## config.mk

```make
export PLATFORM = sky130hd
export DESIGN_NAME = rca_accum_flat
export DESIGN_NICKNAME = d
export VERILOG_FILES = /design/src/rtl/rca_accum_if.sv /design/src/rtl/rca_accum.sv /design/src/flat_wrapper.sv
export SDC_FILE = /design/constraint.sdc
export NUM_CORES = 1
export LEC_CHECK = 0
export ABC_AREA = 0
export BUFFER_PORTS_ARGS = -buffer_cell sky130_fd_sc_hd__buf_2
export CORE_ASPECT_RATIO = 0.75
export CORE_MARGIN = 5
export CORE_UTILIZATION = 45
export CTS_CLUSTER_SIZE = 24
export DETAILED_ROUTE_END_ITERATION = 10
export GPL_TIMING_DRIVEN = 1
export PLACE_DENSITY = 0.75
export SKIP_CTS_REPAIR_TIMING = 1
export SYNTH_ARGS = -nofsm -noshare
export SYNTH_HDL_FRONTEND = slang
export SYNTH_SLANG_ARGS = --single-unit
```

## constraint.sdc

```tcl
create_clock -name clk -period 2.9 [get_ports clk]
set_clock_uncertainty 0.15 [all_clocks]
set_input_delay 0 -clock clk [delete_from_list [all_inputs] [get_ports clk]]
set_output_delay 0 -clock clk [all_outputs]
set_load 0.02 [all_outputs]
```

## src/rtl/rca_accum_if.sv

```systemverilog
// Operand and result handshake bundle for rca_accum.
// slave is the accumulator side, master drives operands and consumes results.
interface rca_accum_if #(
    parameter int IP_WIDTH  = 4,
    parameter int ACC_WIDTH = 8
);
    logic                 in_valid;
    logic                 in_ready;
    logic [IP_WIDTH-1:0]  in_data;
    logic                 out_valid;
    logic                 out_ready;
    logic [ACC_WIDTH-1:0] out_sum;
    logic                 out_ovf;

    modport master (
        output in_valid, in_data, out_ready,
        input  in_ready, out_valid, out_sum, out_ovf
    );

    modport slave (
        input  in_valid, in_data, out_ready,
        output in_ready, out_valid, out_sum, out_ovf
    );
endinterface

```

## src/rtl/rca_accum.sv

```systemverilog
// Batch accumulator over a ripple-carry adder with valid/ready result output.
// Define SATURATE_EN to clamp the accumulator at all-ones on carry out.
module rca #(
    parameter int W = 8
) (
    input  logic [W-1:0] a,
    input  logic [W-1:0] b,
    input  logic         c_in,
    output logic [W-1:0] sum,
    output logic         c_out
);
    logic [W:0] c;

    assign c[0] = c_in;

    for (genvar i = 0; i < W; i++) begin : g_fa
        assign sum[i]   = a[i] ^ b[i] ^ c[i];
        assign c[i+1]   = (a[i] & b[i]) | (c[i] & (a[i] ^ b[i]));
    end

    assign c_out = c[W];
endmodule

module rca_accum #(
    parameter int IP_WIDTH  = 4,
    parameter int ACC_WIDTH = 8,
    parameter int COUNT     = 4
) (
    input  logic          clk,
    input  logic          rst,
    rca_accum_if.slave    bus
);
    localparam int CW = $clog2(COUNT) + 1;

    typedef enum logic {
        ACC  = 1'b0,
        DONE = 1'b1
    } state_t;

    state_t               state;
    state_t               state_nx;
    logic [ACC_WIDTH-1:0] acc;
    logic [CW-1:0]        cnt;
    logic                 ovf;
    logic [ACC_WIDTH-1:0] sum;
    logic                 c_out;
    logic [ACC_WIDTH-1:0] acc_nx;
    logic                 ovf_nx;
    logic                 fire;
    logic                 last;

    rca #(.W(ACC_WIDTH)) u_rca (
        .a     (acc),
        .b     (ACC_WIDTH'(bus.in_data)),
        .c_in  (1'b0),
        .sum   (sum),
        .c_out (c_out)
    );

`ifdef SATURATE_EN
    assign acc_nx = c_out ? {ACC_WIDTH{1'b1}} : sum;
`else
    assign acc_nx = sum;
`endif

    assign ovf_nx = ovf | c_out;
    assign fire   = bus.in_valid && bus.in_ready;
    assign last   = (cnt == CW'(COUNT - 1));

    always_ff @(posedge clk) begin
        if (rst) begin
            state <= ACC;
        end else begin
            state <= state_nx;
        end
    end

    always_comb begin
        state_nx = state;
        unique case (state)
            ACC:  if (fire && last) state_nx = DONE;
            DONE: if (bus.out_ready) state_nx = ACC;
            default: state_nx = ACC;
        endcase
    end

    always_comb begin
        bus.in_ready  = 1'b0;
        bus.out_valid = 1'b0;
        unique case (state)
            ACC:  bus.in_ready  = 1'b1;
            DONE: bus.out_valid = 1'b1;
            default: bus.in_ready = 1'b0;
        endcase
    end

    // The completing operand's sum goes straight to the result registers.
    always_ff @(posedge clk) begin
        if (rst) begin
            acc         <= '0;
            cnt         <= '0;
            ovf         <= 1'b0;
            bus.out_sum <= '0;
            bus.out_ovf <= 1'b0;
        end else if (fire) begin
            if (last) begin
                bus.out_sum <= acc_nx;
                bus.out_ovf <= ovf_nx;
                acc         <= '0;
                cnt         <= '0;
                ovf         <= 1'b0;
            end else begin
                acc <= acc_nx;
                cnt <= cnt + CW'(1);
                ovf <= ovf_nx;
            end
        end
    end
endmodule

```

## src/flat_wrapper.sv

```systemverilog
// flat-port wrapper written by rule: the top's interface ports become plain ports
module rca_accum_flat 
#(
    parameter int IP_WIDTH  = 4,
    parameter int ACC_WIDTH = 8,
    parameter int COUNT     = 4
)
  (clk, rst, bus_in_valid, bus_in_data, bus_out_ready, bus_in_ready, bus_out_valid, bus_out_sum, bus_out_ovf);
  rca_accum_if #(.IP_WIDTH(IP_WIDTH), .ACC_WIDTH(ACC_WIDTH)) bus_i ();
  input  logic clk;
  input  logic rst;
  input wire logic [$bits(bus_i.in_valid)-1:0] bus_in_valid;
  input wire logic [$bits(bus_i.in_data)-1:0] bus_in_data;
  input wire logic [$bits(bus_i.out_ready)-1:0] bus_out_ready;
  output wire logic [$bits(bus_i.in_ready)-1:0] bus_in_ready;
  output wire logic [$bits(bus_i.out_valid)-1:0] bus_out_valid;
  output wire logic [$bits(bus_i.out_sum)-1:0] bus_out_sum;
  output wire logic [$bits(bus_i.out_ovf)-1:0] bus_out_ovf;
  assign bus_i.in_valid = bus_in_valid;
  assign bus_i.in_data = bus_in_data;
  assign bus_i.out_ready = bus_out_ready;
  assign bus_in_ready = bus_i.in_ready;
  assign bus_out_valid = bus_i.out_valid;
  assign bus_out_sum = bus_i.out_sum;
  assign bus_out_ovf = bus_i.out_ovf;
  rca_accum #(.IP_WIDTH(IP_WIDTH), .ACC_WIDTH(ACC_WIDTH), .COUNT(COUNT)) u_core (.clk(clk), .rst(rst), .bus(bus_i));
endmodule
```

==> impl_metrics.ini <==
[finish]
area_growth_pct = 15.4
ff_latch_area_um2 = 440
layout_common_cells = dfxtp_1 (22), buf_2 (18), nand2_1 (17)
final_nets = 147
drive_gt1_frac = 0.195
antennaDiodeCount = 0
fillers = 202
stdcell_area_um2 = 1130
multi_input_area_um2 = 473
final_common_cell = dfxtp_1

[sta]
layout_setup_ws_ps = 318
fmax_mhz = 387
slew_violations = 0
hold_slack_ps = 24.5
slew_headroom = 0.639
worst_slew_pin_slew_ps = 542
grt_setup_unrepaired = false
finalSetupTns_ps = 0
hold_viol_final = 0
fin_crit_sh = 0.890
setup_viol = 0
min_period_ps = 2580

[cts]
cts_sinks = 22
cts_buffers = 3
root_buffer = clkbuf_4
clockBufferDepth = 2
path_clk_slew_ps = 110
htreeDepth = 1
cts_tree = yes
insertion_delay_ps = 300

[run_status]
status = finished clean

[detailed_routing]
drcViolationCount = 0
drt_iter0_drc = 24
vias = 790
drt-vias-per-instance = 5.20
drtAntennaViolNets = 0
routed_wl_mm = 1.89
wl_per_cell_um = 12.4
drtPass1Iterations = 4

[grt]
grt_pass1_vias = 736
grt.total_usage = 0.119
antenna_found_initial = 0
grt_overflow = 0
grt_max_degree = 16
grt_pass1_wl_mm = 3.03

[floorplanning]
start_util = 0.479
num_rows = 14
coreArea_um2 = 2050
io_pins = 19
fp.dieW_um = 63.9
dieArea_um2 = 3230
die_h_um = 50.5

[pwr]
vdd_ir_drop_max_mv = 0.310
p_total_w = 0.000527
p_leak_nw = 0.493
power_density_nw_per_um2 = 465

[setup_path]
crit_path_end_kind = register
r2r_setup_slack_ps = 320
crit_type = register to register
arrival_ps = 2650
worstPathMaxFanout = 2
required_ps = 2970
worstSetupStartpointType = register

[yosys]
synth_seq_cells = 22
syn_nets = 125
yosysTopAreaCell = dfxtp_1
syn_inst = 108
yosysTopAreaCellShare = 0.448
synth_cell_types = 21
avgSynthCellArea_um2 = 9.09
yosys-top-cells-area = dfxtp_1 (45%), a21oi_1 (8.2%), ha_1 (7.6%)
syn-cell-area_um2 = 982
ys_seq_area_frac = 0.448
yosys_warnings = 0

[place]
dpl_cell_area_um2 = 1070
gp_congestion = 0.683
place_ws_ps = 327
dp_hpwl_mm = 1.39
io_buffers = 18

[min_path]
hold_class = input port to register

[run]
cap_violations = 0
[critical path: stages (launching register included)]
cell	delay, ps
dfxtp_1	350
ha_1	140
inv_1	50
fa_1	370
fa_1	360
inv_1	70
fa_1	160
ha_1	140
ha_1	140
ha_1	140
ha_1	150
nor2_1	50
a211oi_1	230
[where the power goes]
part / switching (W) / internal (W) / leakage, nW
combinational: 0.0000417 / 0.0000314 / 0.301
sequential: 0.00000637 / 0.000314 / 0.179
clock: 0.0000856 / 0.0000485 / 0.0138
total: 0.000134 / 0.000394 / 0.493
[final cells by class]
| type | instances | share of cell area |
|---|---|---|
| multi-input cells | 72 | 0.417 |
| flip-flops and latches | 22 | 0.389 |
| repair buffers | 23 | 0.121 |
| inverters | 8 | 0.0265 |
| well taps | 24 | 0.0265 |
| clock buffers | 3 | 0.0199 |
[cell usage after synthesis]
cell type,instances
a211oi_1,3
a211oi_2,2
a21oi_1,16
and2b_1,1
buf_2,1
buf_4,2
buf_6,1
clkbuf_1,2
dfxtp_1,22
fa_1,3
ha_1,6
inv_1,8
nand2_1,17
nand2b_1,2
nand3_1,3
nor2_1,9
nor4bb_4,1
o21ai_0,6
or2_1,1
or2b_1,1
xnor2_1,1
[stage by stage]
| step | util | cells |
|---|---|---|
| 5_1_grt | 0.553 | 152 |
| 2_1_floorplan | - | 108 |
| 4_1_cts | 0.534 | 148 |
| 6_report | 0.553 | 152 |
| 3_5_place_dp | 0.523 | 145 |
| 3_3_place_gp | 0.523 | 145 |
[flip-flops by register name, indices dropped and copies added, names as in the netlist]
signal / cells
u_core.acc: 8
u_core.bus.out_ovf: 1
u_core.bus.out_sum: 8
u_core.cnt: 3
u_core.ovf: 1
u_core.state: 1
[kinds of logic after synthesis]
group	synth area share
buf+inv	0.0701
simple gates	0.175
fa+ha+maj	0.138
compound gates	0.161
xor+xnor	0.00892
flops	0.448
[final timing paths]
| check | start | to | cells after the start |
|---|---|---|---|
| min | bus_in_data[1] | u_core.acc[1] | 4 |
| max reg2reg | u_core.acc[0] | u_core.bus.out_ovf | 12 |
| max | u_core.acc[0] | u_core.bus.out_ovf | 12 |
| min reg2reg | u_core.acc[4] | u_core.acc[4] | 2 |
[per-layer routing]
layer  global-route usage  up-vias  share of wire
met1                0.129      373           0.42
met4               0.0415        0          0.015
met3               0.0558        5          0.068
met2                0.204       16           0.49
li1                     -      396              -
met5                    0        -              0
Power figures use the tool's default switching activity.
